**config.mk**
```make
export PLATFORM = sky130hd
export DESIGN_NAME = uart_frame_echo
export DESIGN_NICKNAME = d
export VERILOG_FILES = /design/src/rtl/uart_pkg.sv /design/src/rtl/uart_frame_buf.sv /design/src/rtl/uart_frame_echo.sv
export SDC_FILE = /design/constraint.sdc
export NUM_CORES = 1
export LEC_CHECK = 0
export ABC_AREA = 1
export BUFFER_PORTS_ARGS = -buffer_cell sky130_fd_sc_hd__buf_2
export CAP_MARGIN = 20
export CORE_ASPECT_RATIO = 2
export CORE_MARGIN = 2
export CORE_UTILIZATION = 45
export CTS_CLUSTER_DIAMETER = 80
export DETAILED_ROUTE_END_ITERATION = 8
export PLACE_DENSITY = 0.71
export SYNTH_ARGS = -nofsm -noshare
export SYNTH_HDL_FRONTEND = slang
export SYNTH_HIERARCHICAL = 1
export SYNTH_SLANG_ARGS = --single-unit
```
**constraint.sdc**
```tcl
create_clock -name sys_clk -period 3.42 [get_ports sys_clk]
set_input_delay 0.342 -clock sys_clk [delete_from_list [all_inputs] [get_ports sys_clk]]
set_output_delay 0.342 -clock sys_clk [all_outputs]
set_load 0.1 [all_outputs]
```
**src/rtl/uart_pkg.sv**
```systemverilog
// Shared types and constants for the uart frame echo engine.
package uart_pkg;

   typedef enum logic [2:0] {
      IDLE,
      COLLECT,
      APPEND_CR,
      APPEND_LF,
      SEND,
      DONE
   } state_t;

   localparam logic [7:0] ASCII_CR = 8'h0D;
   localparam logic [7:0] ASCII_LF = 8'h0A;

   // Line-idle timeout in clock cycles, never below 2 so the timer has a real window.
   function automatic int idle_clks_calc(input int clk_freq, input int idle_us);
      int clks;
      clks = clk_freq / 1_000_000 * idle_us;
      return (clks < 2) ? 2 : clks;
   endfunction

endpackage

```
**src/rtl/uart_frame_buf.sv**
```systemverilog
// Frame storage: simple dual-port RAM, synchronous write, asynchronous read (LUT RAM).
module uart_frame_buf #(
   parameter int DEPTH = 64,
   parameter int AW    = $clog2(DEPTH)
) (
   input  logic          clk,
   input  logic          we,
   input  logic [AW-1:0] waddr,
   input  logic [7:0]    wdata,
   input  logic [AW-1:0] raddr,
   output logic [7:0]    rdata
);

   logic [7:0] mem [DEPTH];

   always_ff @(posedge clk) begin
      if (we) mem[waddr] <= wdata;
   end

   assign rdata = mem[raddr];

endmodule

```
**src/rtl/uart_frame_echo.sv**
```systemverilog
// Frame buffer and echo engine: collects rx bytes into a frame, closes it on idle or LF,
// optionally appends CR LF and replays it through the uart_tx handshake.
//
//   state     | meaning
//   IDLE      | waiting for the first byte of a frame
//   COLLECT   | storing bytes, idle timer running
//   APPEND_CR | writing 0x0D after the frame
//   APPEND_LF | writing 0x0A after the frame
//   SEND      | replaying buffer bytes through tx_req/tx_done
//   DONE      | one-cycle frame wrap-up (stats, pointer clear)
module uart_frame_echo
   import uart_pkg::*;
#(
   parameter int CLK_FREQ    = 50_000_000,
   parameter int IDLE_US     = 1000,
   parameter int DEPTH       = 64,
   parameter int APPEND_CRLF = 1,
   parameter int EOL_MODE    = 0,
   parameter int AW          = $clog2(DEPTH)
) (
   input  logic          sys_clk,
   input  logic          sys_rst,
   input  logic [7:0]    rx_data,
   input  logic          rx_vld,
   output logic [7:0]    tx_data,
   output logic          tx_req,
   input  logic          tx_done,
   output logic          busy,
   output logic [AW:0]   frame_len,
   output logic          frame_done,
   output logic [15:0]   frame_cnt,
   output logic          overflow,
   output logic          ovf_sticky
);

   localparam int IDLE_CLKS = idle_clks_calc(CLK_FREQ, IDLE_US);
   localparam int TW        = $clog2(IDLE_CLKS);
   localparam logic [TW-1:0] TIMER_LAST = TW'(IDLE_CLKS - 1);
   // Two slots are reserved for CR LF so the append states never overflow.
   localparam logic [AW:0] LIMIT = (APPEND_CRLF != 0) ? (AW+1)'(DEPTH - 2) : (AW+1)'(DEPTH);

   state_t        state, state_nxt;
   logic [AW:0]   wr_ptr, rd_ptr;
   logic [TW-1:0] timer;
   logic          send_first;
   logic          mem_we;
   logic [7:0]    mem_wdata;
   logic [7:0]    rd_data;
   logic          drop;
   logic          send_enter;
   logic          tx_load;
   logic          eol_hit;
   logic          can_store;

   uart_frame_buf #(
      .DEPTH (DEPTH),
      .AW    (AW)
   ) u_buf (
      .clk   (sys_clk),
      .we    (mem_we),
      .waddr (wr_ptr[AW-1:0]),
      .wdata (mem_wdata),
      .raddr (rd_ptr[AW-1:0]),
      .rdata (rd_data)
   );

   always_ff @(posedge sys_clk) begin
      if (sys_rst) state <= IDLE;
      else         state <= state_nxt;
   end

   always_comb begin
      state_nxt  = state;
      mem_we     = 1'b0;
      mem_wdata  = rx_data;
      drop       = 1'b0;
      tx_load    = 1'b0;
      eol_hit    = (EOL_MODE != 0) && (rx_data == ASCII_LF);
      can_store  = (wr_ptr < LIMIT);
      case (state)
         IDLE: begin
            if (rx_vld) begin
               mem_we    = 1'b1;
               state_nxt = eol_hit ? SEND : COLLECT;
            end
         end
         COLLECT: begin
            if (rx_vld) begin
               if (can_store) mem_we = 1'b1;
               else           drop   = 1'b1;
            end
            if (rx_vld && eol_hit)       state_nxt = SEND;
            else if (timer == TIMER_LAST) state_nxt = (APPEND_CRLF != 0) ? APPEND_CR : SEND;
         end
         APPEND_CR: begin
            mem_we    = 1'b1;
            mem_wdata = ASCII_CR;
            drop      = rx_vld;
            state_nxt = APPEND_LF;
         end
         APPEND_LF: begin
            mem_we    = 1'b1;
            mem_wdata = ASCII_LF;
            drop      = rx_vld;
            state_nxt = SEND;
         end
         SEND: begin
            drop = rx_vld;
            if (send_first) begin
               tx_load = 1'b1;
            end else if (tx_done) begin
               if (rd_ptr < wr_ptr) tx_load   = 1'b1;
               else                 state_nxt = DONE;
            end
         end
         DONE: begin
            drop      = rx_vld;
            state_nxt = IDLE;
         end
         default: state_nxt = IDLE;
      endcase
      send_enter = (state_nxt == SEND) && (state != SEND);
   end

   always_ff @(posedge sys_clk) begin
      if (sys_rst) begin
         wr_ptr     <= '0;
         rd_ptr     <= '0;
         timer      <= '0;
         send_first <= 1'b0;
         tx_req     <= 1'b0;
         tx_data    <= '0;
         frame_len  <= '0;
         frame_cnt  <= '0;
         overflow   <= 1'b0;
         ovf_sticky <= 1'b0;
      end else begin
         tx_req   <= 1'b0;
         overflow <= drop;
         if (drop) ovf_sticky <= 1'b1;

         if (state == COLLECT && !rx_vld) timer <= timer + TW'(1);
         else                             timer <= '0;

         if (state == DONE) begin
            wr_ptr    <= '0;
            frame_len <= wr_ptr;
            frame_cnt <= frame_cnt + 16'd1;
         end else if (mem_we) begin
            wr_ptr <= wr_ptr + (AW+1)'(1);
         end

         // First byte goes out one cycle after entry; later bytes follow each tx_done.
         if (send_enter) begin
            rd_ptr     <= '0;
            send_first <= 1'b1;
         end else if (tx_load) begin
            tx_req     <= 1'b1;
            tx_data    <= rd_data;
            rd_ptr     <= rd_ptr + (AW+1)'(1);
            send_first <= 1'b0;
         end
      end
   end

   assign busy       = (state == APPEND_CR) || (state == APPEND_LF) || (state == SEND) || (state == DONE);
   assign frame_done = (state == DONE);

endmodule

```
# Word-level counts from Yosys, hierarchy flattened
# Memory sizes are Yosys's and may differ from the RTL's. A register that Yosys moved wholly into a read port is not among the register bits.
# Index checks and enable logic that the tools add are counted.
[word_totals] memories=1 elab_cells=64 out_inout_bits=36 ramBits=512 input_bits=12 register_bits=60
[classes] add_sub_neg=4 n_mux=23 bitwise_logic=2 n_eq_ne=8 n_lt_le_gt_ge=2 reduce_logical=14
[memory_table] memory="u_buf.mem" words=64 word_bits=8 read_ports=1 rd_ports_with_merged_regs=1 write_ports=1 line_no="uart_frame_buf.sv:14" text="logic [7:0] mem [DEPTH];"
[ops] cell="$add 16x1->16 const B" count=2
[ops] cell="$eq 16x16->1 const B" count=1
[ops] cell="$pmux 8 s2" count=1
[ops] cell="$mux 3" count=5
[ops] cell="$pmux 3 s5" count=1
[ops] cell="$add 7x1->7 const B" count=2
[ops] cell="$mux 1" count=14
[ops] cell="$eq 3x3->1 const B" count=3
[ops] cell="$reduce_or 2->1" count=4
[ops] cell="$lt 7x6->1 const B" count=1
[ops] cell="$lt 7x7->1" count=1
[ops] cell="$eq 3x2->1 const B" count=2
[ops] cell="$reduce_or 4->1" count=1
[ops] cell="$eq 3x1->1 const B" count=1
[ops] cell="$logic_not 3->1" count=1
[ops] cell="$logic_or 1x1->1" count=3
[ops] cell="$ne 3x3->1 const B" count=1
[ops] cell="$pmux 1 s3" count=1
[ops] cell="$logic_and 1x1->1" count=2
[ops] cell="$not 1->1" count=2
[ops] cell="$pmux 1 s2" count=1
[ops] cell="$reduce_and 2->1" count=1
[ops] cell="$reduce_bool 2->1" count=1
[ops] cell="$logic_not 1->1" count=1

# Longest topological paths before layout
[depth] ltp_word=9 mapped_depth=14 mapped_depth_nobuf=12

# By module
# Netlist, hierarchy kept.
[by_module_without_submodules] mod="uart_frame_buf" area_per_inst_um2=21179.1 seq_area_each_um2=15374.7 n_inst=1 cells_each=1797
[by_module_without_submodules] mod="uart_frame_echo" area_per_inst_um2=3343.2 seq_area_each_um2=1361.3 n_inst=1 cells_each=469

# Least setup slack after synthesis
# No wires, ideal clock.
[synth_timing] kind="register -> register" startpoint="register state[1]" endpoint="memory u_buf.mem[0][1], data pin" required_ns=2.921 period_less_slack_ns=2.739 path_slack_ns=0.681 stages_incl_launch_ff=5 path_buffers=0 setup_time_ns=0.499 arrival_ns=2.240 path_cell_list="dfxtp_1 > inv_2 > nor2_1 > nor2_1 > nor2_1"
[synth_between] elab_chain_len=2 word_cells_on_any_way=3 classes_between="eq/ne: 2; mux: 1"
[synth_lines] element="start: declaration" line_no="uart_frame_echo.sv:42" text="state_t state, state_nxt;"
[synth_lines] element="start signal: assignment" line_no="uart_frame_echo.sv:69" text="else state <= state_nxt;"
[synth_lines] element="$eq 3x2->1" line_no="uart_frame_echo.sv:80" text="case (state)"
[synth_lines] element="$pmux 8 s2 *" line_no="uart_frame_echo.sv:80"
[synth_lines] element="via mem_wdata[1]" line_no="uart_frame_echo.sv:47" text="logic [7:0] mem_wdata;"
[synth_lines] element="end: declaration" line_no="uart_frame_buf.sv:14"
# The timed path passes the listed nets; every way through them passes the cells marked *.

# Worst setup path in the final report
[layout_timing] startpoint="register state[2]" endpoint="memory u_buf.mem[48][7] (enable)"
[layout_between] elab_chain_len=5 word_cells_on_any_way=8 classes_between="eq/ne: 3; mux: 3; reduce/logical: 2"
[layout_lines] element="$eq 3x2->1" line_no="uart_frame_echo.sv:80"
[layout_lines] element="$reduce_or 2->1 (no source line)"
[layout_lines] element="$pmux 1 s3 *" line_no="uart_frame_echo.sv:80"
[layout_lines] element="via mem_we" line_no="uart_frame_echo.sv:46" text="logic mem_we;"
[layout_lines] element="$mux 1 *" line_no="uart_frame_buf.sv:17" text="if (we) mem[waddr] <= wdata;"
[layout_lines] element="$mux 1 (implied by the code) *" line_no="uart_frame_buf.sv:17"
# Marks and branches as above.

==> impl_results.md <==
* Clock transition at the registers of the reported paths at 0.07 ns
* Vias in the first global route at 17180
* Final hold vios at 0
* Max-slew violation count at 0
* Ant. Diodes at 0
* Worst rel slew slack at 30.29%
* Hold_ws at 0.06700 ns
* CP Data Arrival Time at 2.92 ns
* Area grow syn2layout at 10.65%
* # IOs at 48
* Pre-antenna DRT Iters at 6
* DP HPWL at 42.98 mm
* Setup CP Type: flop to flop
* Postcts setup bufs at 0
* FFs w/ async S/R, synth at 0%
* MaxCap Viol Count at 0
* Post-CTS sizing at 0
* Synth top area share at 62.70%
* Yosys reg bits at 580
* Cts bufs inserted at 43
* Wirelength, routed at 66.63 mm
* Post-Place Cells at 2967
* Fin crit period at 2.706 ns
* Clk_lat worst skew at 0.59 ns
* CTS root buf: clkbuf_16
* Sw Pwr at 0.002743 W
* Sequential share of power at 57.4%
* Path depth of the worst reg2reg path at 7
* Drt drc at 0
* Logic pwr share at 2.6%
* Post-Place Setup Slack at 0.4057 ns
* # nets final at 2358
* Status: complete, no violations
* Synthesized cell area at 24520 sq um
* Worst hold path startpoint: rx_vld
* RSZ-0062 raised after global routing: false
* Row cnt at 121
* H-tree levels at 2
* Multi-input gate area at 6700 sq um
* Detail-routed via count per cell at 5.637
* Detailed router's first-iteration violation count at 1721
* Least-Margin Pin Slew at 1.046 ns
* Initial antenna violation count at 0
* P_int at 0.01072 W
* Avg Inst Size Synth at 10.82 sq um
* Dominant cell type by area after synthesis: edfxtp_1
* Setup TNS at 0 ns
* GRT Overall Usage at 23.38%
* Cell variety after synth at 36
* Min-Delay Endpoint: overflow$_SDFF_PP0_
* Die height at 334.1 microns
* Clock power share at 39.9%
* Worst hold stages at 3
* Post-Synthesis Cells at 2266
* Post-Syn Nets at 2288
* Post-synth EDFFs at 512
* Leakage at 9.832 nW
* Initial core utilization at 45.24%
* CP max FO at 17
* RR Endpoint: u_buf/mem[48][7]$_DFFE_PP_
* Register area share after synthesis at 68.25%
* CP Capture Type: flop
* Data required, critical path at 3.63 ns
* # fillers at 4752
* Count of non-filler cells in the finished layout at 3047
* Core ar. at 54200 sq um
* ANT nets after route at 0
* Routability cong. at 0.9346
* Overflow after GRT at 0
* CTS Sinks at 580
* Register area at 16740 sq um
* Clk_skew at 0.01061 ns
* CTS tree: built
* Die ar. at 56490 sq um
* Final period utilization at 79.13%
* Die width at 169.1 microns
* First-pass GRT wire length at 98.36 mm
* Net Sw Frac at 20.37%
* DR vias at 17180
* Layout cells sized above 1 at 10.50%
* Max IR drop VDD at 0.6201 mV
* WL/cell at 21.87 microns
* Flop2flop setup slack at 0.71 ns
* Startpoint types: flop
* Clk buf depth at 3
* Ys Warns at 6
* # port buffers at 47
* Final setup viols at 0
* Hold Crit Class: primary input to flop
* Largest net degree at the start of global routing at 260
* Worst flop-to-flop path startpoint: state[2]$_SDFF_PP0_
* Primary FF master, synth: edfxtp_1
* PwrDens at 496.2 nW/um^2
* Largest cells by area after synthesis: edfxtp_1 (63%), nand2_1 (11%), nand3_1 (9.7%)
* Fmax at 0.3695 GHz
* PnR worst setup slack at 0.7136 ns
* Post-CTS Hold Buffers at 0
* Post-Route Utilization at 50.06%
## power by group through the flow
stage	registers [W]	logic, W	clock network [W]
after floorplan	0.00789	0.000156	0
after global placement	0.00789	0.000345	0
after detailed placement	0.00789	0.000351	0
after CTS	0.00773	0.000351	0.00544
after global routing	0.00773	0.000374	0.00566
final	0.00773	0.000357	0.00538
## registers in the layout, indices dropped and copies added, names as in the netlist
register / count
frame_len: 7
tx_data: 8
tx_req: 1
frame_cnt: 16
send_first: 1
timer: 16
state: 3
rd_ptr: 7
u_buf/mem: 512
overflow: 1
ovf_sticky: 1
wr_ptr: 7
## layer usage
metal / global-route usage (%) / vias to the layer above / share of wire, % / routed length [microns]
met3: 2.189 / 245 / 5.7 / 3815
met1: 23.57 / 8187 / 33 / 21690
li1: - / 7980 / - / -
met2: 43.70 / 763 / 53 / 35530
met4: 17.91 / 0 / 8.4 / 5598
met5: 0 / - / 0 / 0
## area by class of cell
cell class                 count  share of cell area (%)
inverter                      72                   1.019
clock buffer                  52                   4.205
multi-input combinational   1491                   24.69
tap                          676                   3.117
timing repair buffer         148                   4.021
clock inverter                28                   1.236
sequential                   580                   61.71
## cells in the mapped netlist, types with 3 or more instances
library cell,number
nand2_1,749
edfxtp_1,512
nand3_1,477
nor2_1,99
dfxtp_1,68
inv_1,64
a21oi_1,57
buf_2,42
buf_6,36
nand4_1,22
clkbuf_1,19
o21ai_0,16
nor3_1,15
buf_4,14
xor2_1,12
buf_1,10
ha_1,10
nor4_1,8
inv_2,7
nor2_2,3
nor3_2,3
o21a_1,3
## per-stage QoR
step                power [W]  area, sq um
floorplan            0.008045        24520
global placement     0.008234        25650
detailed placement   0.008240        25650
CTS                   0.01352        27130
global route          0.01377        27130
finish                0.01346        27130
## cells by family (layout without fill, tap and decap cells)
| logic type | after synthesis | after routing | synth area share [%] |
|---|---|---|---|
| AND/OR/NAND/NOR | 1387 | 1387 | 24.43 |
| adder cells (fa/ha/maj) | 10 | 10 | 0.5102 |
| buffers and inverters | 195 | 300 | 4.628 |
| XOR/XNOR | 14 | 14 | 0.5000 |
| flip-flops | 580 | 580 | 68.25 |
| AO/OA/AOI/OAI | 80 | 80 | 1.684 |
## critical path, cell delays in order, from the launching register on
cell	delay, ns
dfxtp_1	0.39
inv_1	0.10
nand3_1	0.15
nor2_1	0.17
nand3_2	0.19
nand3_4	0.21
nand4_1	0.34
nor4_2	0.78
## layout by cell type, fill, tap and decap left out, types with 22 or more instances in the layout
cell type / count
nand2_1: 747
edfxtp_1: 512
nand3_1: 477
nor2_1: 94
buf_4: 92
dfxtp_1: 65
inv_1: 63
a21oi_1: 57
buf_2: 48
clkbuf_16: 44
nand4_1: 22
## worst max path at each step
stage / from / endpoint / slack [ns]
after floorplan: state[1]$_SDFF_PP0_ / u_buf/mem[0][1]$_DFFE_PP_ / 0.68
after global placement: state[2]$_SDFF_PP0_ / u_buf/mem[49][3]$_DFFE_PP_ / 0.56
after detailed placement: state[2]$_SDFF_PP0_ / u_buf/mem[48][7]$_DFFE_PP_ / 0.41
after CTS: state[2]$_SDFF_PP0_ / u_buf/mem[48][7]$_DFFE_PP_ / 0.29
after global routing: rd_ptr[0]$_SDFFE_PP0P_ / rd_ptr[0]$_SDFFE_PP0P_ / 0.47
final: state[2]$_SDFF_PP0_ / u_buf/mem[48][7]$_DFFE_PP_ / 0.71
Note: power is estimated with default switching activity, not from simulation.
